File: src/rtl/hamming_if.sv
// Handshake bundle between the Hamming(7,4) encoder and its neighbours:
// nibble input side, error-injection controls, codeword output side and counters.
interface hamming_if #(
    parameter int CNT_W = 16
);
    logic             in_valid;
    logic             in_ready;
    logic [3:0]       in_data;
    logic             inject_en;
    logic [2:0]       inject_pos;
    logic             out_valid;
    logic             out_ready;
    logic [6:0]       out_data;
    logic [CNT_W-1:0] word_cnt;
    logic [CNT_W-1:0] inj_cnt;

    // Traffic generator / downstream consumer side.
    modport master (
        output in_valid, in_data, inject_en, inject_pos, out_ready,
        input  in_ready, out_valid, out_data, word_cnt, inj_cnt
    );

    // Encoder side.
    modport slave (
        input  in_valid, in_data, inject_en, inject_pos, out_ready,
        output in_ready, out_valid, out_data, word_cnt, inj_cnt
    );
endinterface

File: src/rtl/hamming_encoder.sv
// Clocked Hamming(7,4) encoder with optional single-bit error injection,
// a small circular output FIFO with registered head, and delivery counters.
module hamming_encoder #(
    parameter int DEPTH = 2,
    parameter int CNT_W = 16
) (
    input  logic     clk,
    input  logic     rst_n,
    hamming_if.slave bus
);
    localparam int PTR_W = (DEPTH > 1) ? $clog2(DEPTH) : 1;
    localparam int OCC_W = $clog2(DEPTH + 1);

    logic [6:0]       mem [DEPTH];
    logic [PTR_W-1:0] wr_ptr;
    logic [PTR_W-1:0] rd_ptr;
    logic [PTR_W-1:0] rd_ptr_nxt;
    logic [OCC_W-1:0] occ;
    logic [OCC_W-1:0] occ_nxt;
    logic [6:0]       cw_clean;
    logic [6:0]       flip_mask;
    logic [6:0]       cw_push;
    logic [6:0]       head_nxt;
    logic [6:0]       out_q;
    logic             full;
    logic             empty;
    logic             push;
    logic             pop;
    logic             do_inject;
    logic [CNT_W-1:0] word_cnt_q;
    logic [CNT_W-1:0] inj_cnt_q;

    assign full  = (occ == OCC_W'(DEPTH));
    assign empty = (occ == '0);
    assign push  = bus.in_valid && !full;
    assign pop   = !empty && bus.out_ready;

    assign bus.in_ready  = !full;
    assign bus.out_valid = !empty;
    assign bus.out_data  = out_q;
    assign bus.word_cnt  = word_cnt_q;
    assign bus.inj_cnt   = inj_cnt_q;

    // Encode the offered nibble and apply the optional single-bit flip.
    always_comb begin
        cw_clean    = '0;
        cw_clean[2] = bus.in_data[0];
        cw_clean[4] = bus.in_data[1];
        cw_clean[5] = bus.in_data[2];
        cw_clean[6] = bus.in_data[3];
        cw_clean[0] = bus.in_data[0] ^ bus.in_data[1] ^ bus.in_data[3];
        cw_clean[1] = bus.in_data[0] ^ bus.in_data[2] ^ bus.in_data[3];
        cw_clean[3] = bus.in_data[1] ^ bus.in_data[2] ^ bus.in_data[3];
        flip_mask   = '0;
        do_inject   = 1'b0;
        if (bus.inject_en && (bus.inject_pos != 3'd0)) begin
            flip_mask = 7'd1 << (bus.inject_pos - 3'd1);
            do_inject = push;
        end
        cw_push = cw_clean ^ flip_mask;
    end

    // Next occupancy, next read pointer and the word that will sit at the head.
    // When the next head slot is the one being written this cycle, bypass the array.
    always_comb begin
        occ_nxt = occ;
        case ({push, pop})
            2'b10:   occ_nxt = occ + OCC_W'(1);
            2'b01:   occ_nxt = occ - OCC_W'(1);
            default: occ_nxt = occ;
        endcase
        rd_ptr_nxt = pop ? rd_ptr + PTR_W'(1) : rd_ptr;
        if (push && (occ_nxt == OCC_W'(1))) begin
            head_nxt = cw_push;
        end else begin
            head_nxt = mem[rd_ptr_nxt];
        end
    end

    // Codeword storage; contents are qualified by occupancy so no reset is needed.
    always_ff @(posedge clk) begin
        if (push) begin
            mem[wr_ptr] <= cw_push;
        end
    end

    // Pointers, occupancy, registered head and counters.
    always_ff @(posedge clk or negedge rst_n) begin
        if (!rst_n) begin
            wr_ptr     <= '0;
            rd_ptr     <= '0;
            occ        <= '0;
            out_q      <= '0;
            word_cnt_q <= '0;
            inj_cnt_q  <= '0;
        end else begin
            occ    <= occ_nxt;
            rd_ptr <= rd_ptr_nxt;
            if (push) begin
                wr_ptr <= wr_ptr + PTR_W'(1);
            end
            if (occ_nxt != '0) begin
                out_q <= head_nxt;
            end
            if (pop) begin
                word_cnt_q <= word_cnt_q + CNT_W'(1);
            end
            if (do_inject) begin
                inj_cnt_q <= inj_cnt_q + CNT_W'(1);
            end
        end
    end
endmodule

File: src/flat_wrapper.sv
// flat-port wrapper written by rule: the top's interface ports become plain ports
module hamming_encoder_flat 
#(
    parameter int DEPTH = 2,
    parameter int CNT_W = 16
)
  (clk, rst_n, bus_in_valid, bus_in_data, bus_inject_en, bus_inject_pos, bus_out_ready, bus_in_ready, bus_out_valid, bus_out_data, bus_word_cnt, bus_inj_cnt);
  hamming_if #(.CNT_W(CNT_W)) bus_i ();
  input  logic clk;
  input  logic rst_n;
  input wire logic [$bits(bus_i.in_valid)-1:0] bus_in_valid;
  input wire logic [$bits(bus_i.in_data)-1:0] bus_in_data;
  input wire logic [$bits(bus_i.inject_en)-1:0] bus_inject_en;
  input wire logic [$bits(bus_i.inject_pos)-1:0] bus_inject_pos;
  input wire logic [$bits(bus_i.out_ready)-1:0] bus_out_ready;
  output wire logic [$bits(bus_i.in_ready)-1:0] bus_in_ready;
  output wire logic [$bits(bus_i.out_valid)-1:0] bus_out_valid;
  output wire logic [$bits(bus_i.out_data)-1:0] bus_out_data;
  output wire logic [$bits(bus_i.word_cnt)-1:0] bus_word_cnt;
  output wire logic [$bits(bus_i.inj_cnt)-1:0] bus_inj_cnt;
  assign bus_i.in_valid = bus_in_valid;
  assign bus_i.in_data = bus_in_data;
  assign bus_i.inject_en = bus_inject_en;
  assign bus_i.inject_pos = bus_inject_pos;
  assign bus_i.out_ready = bus_out_ready;
  assign bus_in_ready = bus_i.in_ready;
  assign bus_out_valid = bus_i.out_valid;
  assign bus_out_data = bus_i.out_data;
  assign bus_word_cnt = bus_i.word_cnt;
  assign bus_inj_cnt = bus_i.inj_cnt;
  hamming_encoder #(.DEPTH(DEPTH), .CNT_W(CNT_W)) u_core (.clk(clk), .rst_n(rst_n), .bus(bus_i));
endmodule
File: config.mk
export PLATFORM = sky130hd
export DESIGN_NAME = hamming_encoder_flat
export DESIGN_NICKNAME = d
export VERILOG_FILES = /design/src/rtl/hamming_if.sv /design/src/rtl/hamming_encoder.sv /design/src/flat_wrapper.sv
export SDC_FILE = /design/constraint.sdc
export NUM_CORES = 1
export LEC_CHECK = 0
export BUFFER_PORTS_ARGS = -buffer_cell sky130_fd_sc_hd__buf_2
export CORE_MARGIN = 8
export CORE_UTILIZATION = 59
export DETAILED_ROUTE_END_ITERATION = 16
export PLACE_DENSITY = 0.85
export SLEW_MARGIN = 15
export SYNTH_ARGS = -nofsm -noshare
export SYNTH_HDL_FRONTEND = slang
export SYNTH_SLANG_ARGS = --single-unit
export TNS_END_PERCENT = 20
File: constraint.sdc
create_clock -name clk -period 4.9 [get_ports clk]
set_input_delay 0.735 -clock clk [delete_from_list [all_inputs] [get_ports clk]]
set_output_delay 0.735 -clock clk [all_outputs]
set_load 0.01 [all_outputs]
# --- After elaboration in Yosys (flattened, before gate mapping) ---
# Memories as Yosys holds them, arrays and structs flattened.
# Cells that the tools add are included.
word_totals:
  input_bits: 12
  romBits: 0
  ramBits: 14
  latch_bits: 0
  n_memories: 1
  ff_bits: 43
classes:
  bitwise_logic: 7
  magnitude_cmp: 0
  div_mod_pow: 0
  mux: 7
  n_mul: 0
  n_reduce_logical: 9
  shift: 1
  addsub: 7
  n_eq_ne: 4
memory_table:
  columns: ["name", "depth", "width", "rd", "rd_clocked_by_memory_dff", "wr", "line", "source"]
  rows:
  - ["u_core.mem", 2, 7, 1, 0, 1, "hamming_encoder.sv:14", "logic [6:0] mem [DEPTH];"]
op_table:
  columns: ["cell", "count"]
  rows:
  - ["16-bit by 1-bit adder with 16-bit output, second input constant", 2]
  - ["7-bit 2-to-1 mux", 2]
  - ["1-bit by 3-bit << shifter with 7-bit output, first input constant", 1]
  - ["7-bit bitwise XOR", 1]
  - ["1-bit bitwise XOR", 6]
  - ["2-bit by 1-bit == test with 1-bit output, second input constant", 2]
  - ["2-bit == test, second input constant", 2]
  - ["1-bit logical AND", 4]
  - ["1-bit 2-to-1 mux", 4]
  - ["2-bit case mux with 2 select lines", 1]
  - ["3-bit nonzero test", 1]
  - ["3-bit by 1-bit subtractor with 3-bit output, second input constant", 1]
  - ["1-bit adder, second input constant", 2]
  - ["2-bit by 1-bit adder with 2-bit output, second input constant", 1]
  - ["1-bit zero test", 2]
  - ["2-bit zero test", 1]
  - ["2-bit nonzero test", 1]
  - ["2-bit by 1-bit subtractor with 2-bit output, second input constant", 1]

# --- Logic depth before layout (Yosys ltp) ---
# Gate-level depths: netlist of run 1.
logic_depth:
  word_depth: 8
  ltp_mapped: 10
  ltp_nobuf: 8

# --- Worst setup path before layout of run 1 ---
# Ideal clock, no wire load.
synth_path:
  kind: "input to register"
  start: "input bus_out_ready"
  end: "register u_core.out_q[0] (netlist: u_core.bus.out_data[0])"
  setup_slack_ns: 2.343
  stages: 8
  setup_time_ns: 0.074
  arrival_time_ns: 2.482
  required_time_ns: 4.826
  path_cell_list: "o21ai_2 > inv_2 > ha_1 > and4bb_1 > or3_1 > buf_2 > or2_4 > o21ai_2"
synth_via:
  elab_chain_cells: 6
synth_lines:
  columns: ["item", "line", "source"]
  rows:
  - ["from (decl)", "flat_wrapper.sv:15", "input wire logic [$bits(bus_i.out_ready)-1:0] bus_out_ready;"]
  - ["1-bit logical AND *", "hamming_encoder.sv:36", "assign pop = !empty && bus.out_ready;"]
  - ["net u_core.pop", "hamming_encoder.sv:28", "logic pop;"]
  - ["2-bit by 1-bit == test with 1-bit output / 2-bit == test (equally long branches)", "hamming_encoder.sv:67", "case ({push, pop})"]
  - ["2-bit case mux with 2 select lines", "hamming_encoder.sv:67", null]
  - ["2-bit by 1-bit == test with 1-bit output", "hamming_encoder.sv:73", "if (push && (occ_nxt == OCC_W'(1))) begin"]
  - ["1-bit logical AND", "hamming_encoder.sv:73", null]
  - ["7-bit 2-to-1 mux", "hamming_encoder.sv:73", null]
  - ["to (signal assigned)", "hamming_encoder.sv:103", "out_q <= head_nxt;"]
  - ["to (decl)", "hamming_encoder.sv:24", "logic [6:0] out_q;"]
# The timed path passes the listed nets; every way through them passes the cells marked *.
# A chain may end at the register's enable or synchronous reset.

# --- Final worst setup path of run 1 ---
layout_path:
  start: "register u_core.occ[1]"
  end: "register u_core.out_q[5] (netlist: u_core.bus.out_data[5])"
layout_via:
  elab_chain_cells: 8
layout_lines:
  columns: ["item", "line", "source"]
  rows:
  - ["from (decl)", "hamming_encoder.sv:18", "logic [OCC_W-1:0] occ;"]
  - ["from (signal assigned)", "hamming_encoder.sv:97", "occ <= occ_nxt;"]
  - ["2-bit == test / 2-bit zero test (equally long branches)", "hamming_encoder.sv:33, hamming_encoder.sv:34", null]
  - ["1-bit zero test (on tied branches)", "hamming_encoder.sv:35, hamming_encoder.sv:36", null]
  - ["1-bit logical AND (on tied branches)", "hamming_encoder.sv:35, hamming_encoder.sv:36", null]
  - ["2-bit by 1-bit == test with 1-bit output / 2-bit == test (equally long branches)", "hamming_encoder.sv:67", null]
  - ["2-bit case mux with 2 select lines", "hamming_encoder.sv:67", null]
  - ["2-bit by 1-bit == test with 1-bit output", "hamming_encoder.sv:73", null]
  - ["1-bit logical AND", "hamming_encoder.sv:73", null]
  - ["7-bit 2-to-1 mux", "hamming_encoder.sv:73", null]
# Several ways; a longest one is shown, not always the timed one.

==> results of run 1 <==
## path summary, 6_finish.rpt
check                                                    from  cells after the start                                  to  slack (ns)
max in group asynchronous                               rst_n                      1  u_core.bus.inj_cnt[11]$_DFFE_PN0P_        3.80
setup reg to reg                      u_core.occ[1]$_DFF_PN0_                      8  u_core.bus.out_data[5]$_DFFE_PN0P_        2.05
setup / recovery                      u_core.occ[1]$_DFF_PN0_                      8  u_core.bus.out_data[5]$_DFFE_PN0P_        2.05
hold / removal             u_core.bus.inj_cnt[15]$_DFFE_PN0P_                      1  u_core.bus.inj_cnt[15]$_DFFE_PN0P_        0.47
min in group asynchronous                               rst_n                      1  u_core.bus.word_cnt[1]$_DFFE_PN0P_        0.54
hold reg to reg            u_core.bus.inj_cnt[15]$_DFFE_PN0P_                      1  u_core.bus.inj_cnt[15]$_DFFE_PN0P_        0.47
## cells in the final DEF (no fill, tap or decap), drive strengths merged, types with 3 or more instances in the layout
cell type and n:
nand3 13, ha 4, o21ai 8, and3 5, inv 4, nor3 3, a22oi 7, nor4 3
nand2 12, xor2 6, buf 52, nand4b 3, mux2i 7, nor2 4, clkbuf 15, dfrtp 43
nand4 11, xnor3 3, edfxtp 14, xnor2 36
## logic make-up (layout without fill, tap and decap cells)
kind of cell,Yosys count,in the layout
XOR/XNOR,45,45
buffers and inverters,11,72
adder cells (fa/ha/maj),4,4
flip-flops,57,57
AO/OA/AOI/OAI,18,18
multiplexers,8,8
AND/OR/NAND/NOR,68,68
## stage by stage
stage | hold slack (ns) | setup slack, ns
CTS | 0.474 | 2.05
detailed placement | 0.461 | 2.05
global placement | 0.456 | 2.16
floorplan | 0.439 | 2.34
finish | 0.470 | 2.05
global route | 0.499 | 1.87
## critical path: stages (launching register included)
cell      delay (ns)
dfrtp_1         0.54
nor2b_1         0.41
inv_1           0.14
nand2_1         0.16
ha_1            0.32
or3_1           0.38
a211oi_4        0.41
or2_4           0.28
o21ai_2         0.09
## state kept, by name, summed over array words and instances, names as in the netlist
| name | flops |
|---|---|
| u_core.bus.inj_cnt | 16 |
| u_core.wr_ptr | 1 |
| u_core.rd_ptr | 1 |
| u_core.mem | 14 |
| u_core.bus.out_data | 7 |
| u_core.occ | 2 |
| u_core.bus.word_cnt | 16 |
## area by class of cell
class	count	area share (%)
sequential	57	46.7
multi-input combinational	143	36.4
timing repair buffer	52	8.12
clock buffer	15	6.17
tap	52	2.03
inverter	4	0.468
clock inverter	1	0.156
## power breakdown
group          total (W)  internal (W)  switching (W)
clock           0.000432      0.000256       0.000177
sequential      0.000739      0.000621       0.000118
combinational   0.000619      0.000275       0.000344
total            0.00179       0.00115       0.000639
## per-layer routing
metal / GRT usage, % / wire, microns / vias up
li1: - / - / 882
met1: 20.6 / 2420 / 880
met3: 7.71 / 423 / 4
met4: 7.22 / 62 / 0
met2: 23.1 / 2420 / 63
met5: 0 / 0 / -
==> results.md, run 1 <==
- Status: completed
- Leak: 1.46 nW
- Worst EP required: 5.10 ns
- Largest net degree at the start of global routing: 44
- Post-synth EDFFs: 14
- Area leader, netlist: dfrtp_1
- Maximum level of the CTS H-tree: 3
- DR iter-0 viols: 135
- Area share of xor/xnor cells in the synthesized design: between 15 and 20%
- Setup TNS: 0 ns
- ANT nets after route: 0
- First-pass iteration count of the detailed router: 4
- Mapped Cells: roughly 210
- Syn_area_per_cell: 12.8 sq um
- Post-CTS setup buffer count: 0
- Simple-gate share of the synthesized area: 15.6%
- Netlist Area Pre-Place: 2710 sq um
- Post-synth top area share: around two fifths
- Final Skew: between 0.006 and 0.007 ns
- Compound-Gate Fraction of Synth Area: a little under 6%
- Vias in the first global route: approximately 1800
- Ant diodes: 0
- Worst Path Arrival: between 3 and 4 ns
- GRT Total Usage: approximately 16%
- FF+latch area: 1500 sq um
- Synth warnings: 0
- Crit Path Max Fanout: 8
- Die Wd: 83.8 microns
- Placed cell area: 3000 sq um
- Maximum vdd ir drop: roughly 0.00031 V
- Post-synth net total: roughly 230
- Vias: 1829
- Most used DFF post-synth: dfrtp_1
- Post-DP HPWL: 3.92 mm
- DIE AREA: ~7000 sq um
- Area contributors post-synth: dfrtp_1, edfxtp_1, xnor2_1
- Synthesized flop and latch total: 57
- Total power: ~0.0018 W
- Setup crit end kind: register
- Residual DRC: 0
- Maxcap violations: 0
- Core Util, Final: 73.1%
- Fillers: 296
- PostCTS Resize Cnt: 0
- RSZ-0062 raised after global routing: false
- IO Count: 53
- Deepest clock path buffer count: 2
- Starting Density: 61.8%
- Slew of the pin with the lowest slew margin: 0.909 ns
- Routed wire per std cell: around 16 microns
- Initial antenna violation count: 0
- Cts bufs inserted: 9
- Rel. slew slack: 39.4%
- Site row count: 24
- Fmax: roughly 0.35 GHz
- Area Overhead vs Synth: 18.3%
- Total global routing overflow: 0
- Placed cells: 308
- Sequential element share of the synthesized area: around 55%
- Mux cell area share after synthesis: 3.00%
- Main combinational cell family by area after synthesis: XOR/XNOR gates
- Synth cell count leaders: dfrtp_1, xnor2_1, edfxtp_1, nand3_1, nand2_1
- Final period util: 58.2%
- # hold bufs at CTS: 0
- NumNets Final: ~280
- # setup viols final: 0
- Skew-Pair Late Insertion Delay: 0.33 ns
- Vias per std cell: 5.65
- Min Tclk post-route: about 2.9 ns
- Post-Route WL: 5.33 mm
- Synth cell types: 39
- Most frequent cell after synthesis: dfrtp_1
- Ratio of cells with drive above 1 in the final layout: 30.5%
- Chip height: 83.8 microns
- Number of port buffers: 52
- Worst setup SP type: register
- Worst min-delay path class: reg2reg
- Setup CP Type: reg2reg
- First-pass GRT wire length: 9.11 mm
- Area of the multi-input gates: 1170 sq um
- Final hold vios: 0
- RD Place Congestion: 0.747
- Clock-pin slew on the worst setup and hold paths: 0.06 ns
- TritonCTS clock tree: done
- Adder-Cell Fraction of Synth Area: 1.85%
- Cell Count, Final, Fillers Out: 324
- Max Slew Vio Count: 0
- Pwr dens: between 500 and 600 nW/um^2
- Root Driver: clkbuf_8
- Num Clock Sinks: between 50 and 60
- Async set-reset flop share out of synthesis: 75.4%
- Finished Cell Area: around 3200 sq um
- Total core area: between 4000 and 5000 sq um
(Power assumes the default switching activity.)
==> run 2: changes to the inputs <==
- CORE_UTILIZATION: 59 -> 55
- PLACE_DENSITY: 0.85 -> 0.8
- clock period: 4.9 -> 3 ns (I/O delays scaled with it)
==> results.md, run 2 (same netlist as run 1, synthesis figures left out) <==
- Status: completed
- Worst EP required: 3.20 ns (-1.90 ns)
- Final period util: 92.2% (+34 points)
- Post-CTS setup buffer count: 0 (unchanged)
- TritonCTS clock tree: done
- PostCTS Resize Cnt: 0 (unchanged)
- Cell Count, Final, Fillers Out: 337 (+4.0%)
- IO Count: 53 (unchanged)
- Slew of the pin with the lowest slew margin: 0.928 ns (+0.0191 ns)
- Total global routing overflow: 0 (unchanged)
- Residual DRC: 0 (unchanged)
- Most common cell after layout, fill and taps aside: buf_2
- GRT Total Usage: 15.0% (-1.3 points)
- CP Capture Point: u_core.bus.out_data[4]$_DFFE_PN0P_
- Min Tclk post-route: 2.77 ns (-0.0855 ns)
- Leak: 1.44 nW (-1.1%)
- Worst min-delay path class: in2async
- Critical R2R Launch: u_core.occ[1]$_DFF_PN0_
- Root Driver: clkbuf_8
- Fillers: 364 (+23%)
- Ant diodes: 0 (unchanged)
- Post-DP HPWL: 3.88 mm (-1.1%)
- Setup CP Type: reg2reg
- Reg2Reg Depth: 8 (unchanged)
- Num Clock Sinks: 57 (unchanged)
- Total core area: 4720 sq um (+7.7%)
- Clock-pin slew on the worst setup and hold paths: 0.06 ns (about the same)
- Number of port buffers: 52 (unchanged)
- Initial antenna violation count: 0 (unchanged)
- Chip height: 86.2 microns (+2.9%)
- Area Overhead vs Synth: 17.9%
- # hold bufs at CTS: 0 (unchanged)
- Routed wire per std cell: 15.8 microns (-4.2%)
- Maxcap violations: 0 (unchanged)
- Rel. slew slack: 38.1% (-1.3 points)
- Crit Path Max Fanout: 8 (unchanged)
- Setup crit end kind: register
- Skew-Pair Late Insertion Delay: 0.32 ns (about the same)
- Placed cells: 323 (+4.9%)
- Max Slew Vio Count: 0 (unchanged)
- NumNets Final: 283 (unchanged)
- Starting Density: 57.4% (-4.4 points)
- Finished Cell Area: 3190 sq um (-0.35%)
- Ratio of cells with drive above 1 in the final layout: 30.0% (-0.51 points)
- Largest net degree at the start of global routing: 44 (unchanged)
- RSZ-0062 raised after global routing: false
- Maximum level of the CTS H-tree: 3 (unchanged)
- Final hold vios: 0 (unchanged)
- Worst setup SP type: register
- R2R setup slack: 0.23 ns (-1.81 ns)
- # setup viols final: 0 (unchanged)
- First-pass GRT wire length: 8.67 mm (-4.9%)
- Final Skew: 0.00707 ns (+0.000430 ns)
- Vias in the first global route: 1784 (-2.9%)
- Maximum vdd ir drop: 0.000532 V (+72%)
- Reg-to-reg endpoint: u_core.bus.out_data[4]$_DFFE_PN0P_
- Vias per std cell: 5.39 (-4.5%)
- Most frequent cells in the layout: buf_2, dfrtp_1, xnor2_1
- DIE AREA: 7430 sq um (+5.9%)
- DR iter-0 viols: 83 (-39%)
- Site row count: 25 (+4.2%)
- Cts bufs inserted: 9 (unchanged)
- ANT nets after route: 0 (unchanged)
- Placed cell area: 3020 sq um (+0.63%)
- Die Wd: 86.2 microns (+2.9%)
- Post-Route WL: 5.31 mm (-0.36%)
- Fmax: 0.362 GHz (+3.1%)
- Setup TNS: 0 ns (unchanged)
- First-pass iteration count of the detailed router: 4 (unchanged)
- Pwr dens: 884 nW/um^2 (+58%)
- RD Place Congestion: 0.828 (+11%)
- Vias: 1816 (-0.71%)
- Crit path from: u_core.occ[1]$_DFF_PN0_
- Worst Path Arrival: 2.96 ns (-0.10 ns)
- Deepest clock path buffer count: 2 (unchanged)
-- run 2: cell count changes in the layout (fill, tap and decap cells not counted), sizes merged --
cell    change
clkbuf      -1
clkinv      -1
-- run 2: report_power, final --
group	internal (W)	leakage, nW	switching, W
clock	0.000359	0.0886	0.000263
combinational	0.000448	0.666	0.000550
sequential	0.00101	0.690	0.000189
total	0.00182	1.44	0.00100
-- run 2: cell type report --
class | count | area (sq um) | share of cell area (%)
inverter | 4 | 15.0 | 0.470
clock buffer | 14 | 173 | 5.41
multi-input combinational | 143 | 1170 | 36.5
timing repair buffer | 52 | 260 | 8.15
tap | 67 | 83.8 | 2.62
sequential | 57 | 1500 | 46.8
-- run 2: worst max-delay path, cell delays in order (launching register included) --
cell and delay (ns):
dfrtp_1 0.53, nor2b_1 0.39, inv_1 0.12, nand2_1 0.14
ha_1 0.32, or3_1 0.38, a211oi_4 0.40, or2_4 0.27
o21ai_2 0.08
-- run 2: layer usage --
layer	up-vias	part of all wire (%)	global-route usage (%)
met3	7	6.6	6.33
met1	883	47	19.2
li1	880	-	-
met2	46	45	21.6
met5	-	0	0
met4	0	1.0	6.73
-- run 2: worst min path at each step --
stage	end	depth (start not counted)	slack, ns	from
floorplan	u_core.bus.inj_cnt[0]$_DFFE_PN0P_	0	0.15	rst_n
global placement	u_core.bus.word_cnt[15]$_DFFE_PN0P_	1	0.46	u_core.bus.word_cnt[15]$_DFFE_PN0P_
detailed placement	u_core.bus.word_cnt[15]$_DFFE_PN0P_	1	0.46	u_core.bus.word_cnt[15]$_DFFE_PN0P_
CTS	u_core.bus.inj_cnt[15]$_DFFE_PN0P_	1	0.29	rst_n
global route	u_core.bus.inj_cnt[15]$_DFFE_PN0P_	1	0.34	rst_n
finish	u_core.bus.inj_cnt[15]$_DFFE_PN0P_	1	0.27	rst_n
-- run 2: through the flow --
| stage | total power [W] | hold WS (ns) | utilization, % | setup WS [ns] |
|---|---|---|---|---|
| final | 0.00282 | 0.268 | 67.6 | 0.234 |
| after global routing | 0.00300 | 0.340 | 67.6 | 0.0526 |
| after CTS | 0.00286 | 0.290 | 67.6 | 0.255 |
| after detailed placement | 0.00223 | 0.462 | 64.0 | 0.266 |
| after global placement | 0.00220 | 0.457 | 64.0 | 0.384 |
| after floorplan | 0.00193 | 0.154 | - | 0.483 |
==> run 3: changes to the inputs <==
- CORE_UTILIZATION: 55 -> 49
- PLACE_DENSITY: 0.8 -> 0.75
- clock period: 3 -> 2.3 ns (I/O delays scaled with it)
==> results.md, run 3 (same netlist as run 1, synthesis figures left out) <==
- Worst EP required: 2.49 ns (-0.71 ns)
- Ant diodes: 0 (unchanged)
- Num Clock Sinks: 57 (unchanged)
- Post-CTS setup buffer count: 0 (unchanged)
- Final hold vios: 0 (unchanged)
- Comb pwr share: 38.4% (+3.0 points)
- Pwr dens: 1150 nW/um^2 (+30%)
- FF+latch area: 1500 sq um (unchanged)
- Area Overhead vs Synth: 21.8%
- Fillers: 450 (+24%)
- Chip height: 90.4 microns (+4.8%)
- Switching Fraction: 35.3% (-0.20 points)
- Setup TNS: 0 ns (unchanged)
- Worst setup SP type: register
- Max Slew Vio Count: 0 (unchanged)
- Most common cell after layout, fill and taps aside: buf_2
- First-pass GRT wire length: 8.73 mm (+0.72%)
- Maxcap violations: 0 (unchanged)
- Ratio of cells with drive above 1 in the final layout: 34.1% (+4.1 points)
- Total core area: 5440 sq um (+15%)
- NumNets Final: 291 (+2.8%)
- RSZ-0062 raised after global routing: false
- Most frequent cells in the layout: buf_2, dfrtp_1, xnor2_1
- # setup viols final: 0 (unchanged)
- Clock Power Share: 20.9% (-1.1 points)
- Root Driver: clkbuf_8
- Worst Path Arrival: 2.38 ns (-0.58 ns)
- Maximum level of the CTS H-tree: 3 (unchanged)
- Post-DP HPWL: 3.90 mm (+0.46%)
- Skew-Pair Late Insertion Delay: 0.32 ns (about the same)
- Total global routing overflow: 0 (unchanged)
- ANT nets after route: 0 (unchanged)
- Initial antenna violation count: 0 (unchanged)
- Worst min-delay path class: in2async
- # hold bufs at CTS: 0 (unchanged)
- DIE AREA: 8170 sq um (+9.9%)
- TritonCTS clock tree: done
- Total power: 0.00379 W (+34%)
- Placed cell area: 3120 sq um (+3.3%)
- Sw Pwr: 0.00134 W (+33%)
- P_int: 0.00245 W (+35%)
- First-pass iteration count of the detailed router: 4 (unchanged)
- Final period util: 95.0% (+2.8 points)
- Hold Slack: 0.00612 ns (-0.261 ns)
- Slew of the pin with the lowest slew margin: 0.618 ns (-0.310 ns)
- Die Wd: 90.4 microns (+4.8%)
- Vias in the first global route: 1835 (+2.9%)
- Clock-pin slew on the worst setup and hold paths: 0.06 ns (about the same)
- Number of port buffers: 52 (unchanged)
- Setup CP Type: reg2reg
- Placed cells: 336 (+4.0%)
- Status: completed
- Post-Route WL: 5.19 mm (-2.3%)
- Routed wire per std cell: 14.8 microns (-6.2%)
- RD Place Congestion: 0.741 (-11%)
- Residual DRC: 0 (unchanged)
- DR iter-0 viols: 66 (-20%)
- Part of the power in registers: 40.8% (-1.8 points)
- Crit Path Max Fanout: 7 (-1)
- Starting Density: 49.8% (-7.6 points)
- Min Tclk post-route: 2.18 ns (-0.581 ns)
- Vias: 1831 (+0.83%)
- Rel. slew slack: 58.6% (+21 points)
- Fmax: 0.458 GHz (+27%)
- Site row count: 27 (+8.0%)
- IO Count: 53 (unchanged)
- Largest net degree at the start of global routing: 26 (-41%)
- Setup crit end kind: register
- Leak: 1.49 nW (+2.9%)
- Cell Count, Final, Fillers Out: 351 (+4.2%)
- Deepest clock path buffer count: 2 (unchanged)
- Maximum vdd ir drop: 0.000853 V (+60%)
- Final Skew: 0.0103 ns (+0.00320 ns)
- Vias per std cell: 5.22 (-3.2%)
- Cts bufs inserted: 9 (unchanged)
- GRT Total Usage: 13.1% (-1.9 points)
- Finished Cell Area: 3300 sq um (+3.4%)
- Area of the multi-input gates: 1210 sq um (+3.9%)
run 3: cell count changes in the layout (fill, tap and decap cells not counted), sizes merged:
| cell | previous run | this run |
|---|---|---|
| clkbuf | 14 | 15 |
| buf | 52 | 60 |
run 3: final timing paths:
| path | to | startpoint | slack [ns] | cells after the start |
|---|---|---|---|---|
| setup / recovery | u_core.bus.out_data[4]$_DFFE_PN0P_ | u_core.occ[1]$_DFF_PN0_ | 0.12 | 9 |
| hold / removal | u_core.bus.inj_cnt[8]$_DFFE_PN0P_ | rst_n | 0.006 | 1 |
| min in group clk | u_core.wr_ptr$_DFFE_PN0P_ | bus_in_valid | 0.37 | 3 |
| hold reg to reg | u_core.bus.word_cnt[15]$_DFFE_PN0P_ | u_core.bus.word_cnt[15]$_DFFE_PN0P_ | 0.48 | 1 |
| setup reg to reg | u_core.bus.out_data[4]$_DFFE_PN0P_ | u_core.occ[1]$_DFF_PN0_ | 0.12 | 9 |
| max in group asynchronous | u_core.bus.out_data[2]$_DFFE_PN0P_ | rst_n | 1.74 | 2 |
run 3: area by class of cell:
cell class	instances	share of cell area, %
flip-flops and latches	57	45.3
multi-input cells	143	36.7
repair buffers	60	9.70
clock buffers	15	5.04
well taps	72	2.73
inverters	4	0.531
run 3: power by group through the flow:
stage	Sequential (W)	Combinational (W)	Clock, W
after floorplan	0.00158	0.00102	0
after global placement	0.00155	0.00142	0
after detailed placement	0.00155	0.00146	0
after CTS	0.00154	0.00146	0.000811
after global routing	0.00158	0.00160	0.000863
final	0.00154	0.00145	0.000790
run 3: worst max-delay path, cell delays in order, from the launching register on:
cell	delay (ns)
dfrtp_1	0.42
nor2b_4	0.16
inv_2	0.07
nand2_2	0.09
ha_4	0.30
and4bb_2	0.22
or3_1	0.39
buf_4	0.18
a22oi_1	0.17
o21ai_2	0.07
run 3: layer usage:
layer  vias to the layer above  routed length [microns]  GRT usage (%)
li1                        885                        -              -
met1                       904                     2500           16.8
met2                        38                     2480           19.8
met3                         4                      171           4.41
met4                         0                       37           5.27
met5                         -                        0              0
run 3: what timing repair did:
item	in CTS	in global routing
hold endpoints to repair	0	0
setup endpoints to repair	0	3
gates resized for setup	0	3
run 3: stage by stage:
stage,worst slack [ns],utilization (%)
CTS,0.0988,60.4
global route,0.00148,60.7
floorplan,-0.0139,-
finish,0.115,60.7
global placement,0.177,57.4
detailed placement,0.109,57.4
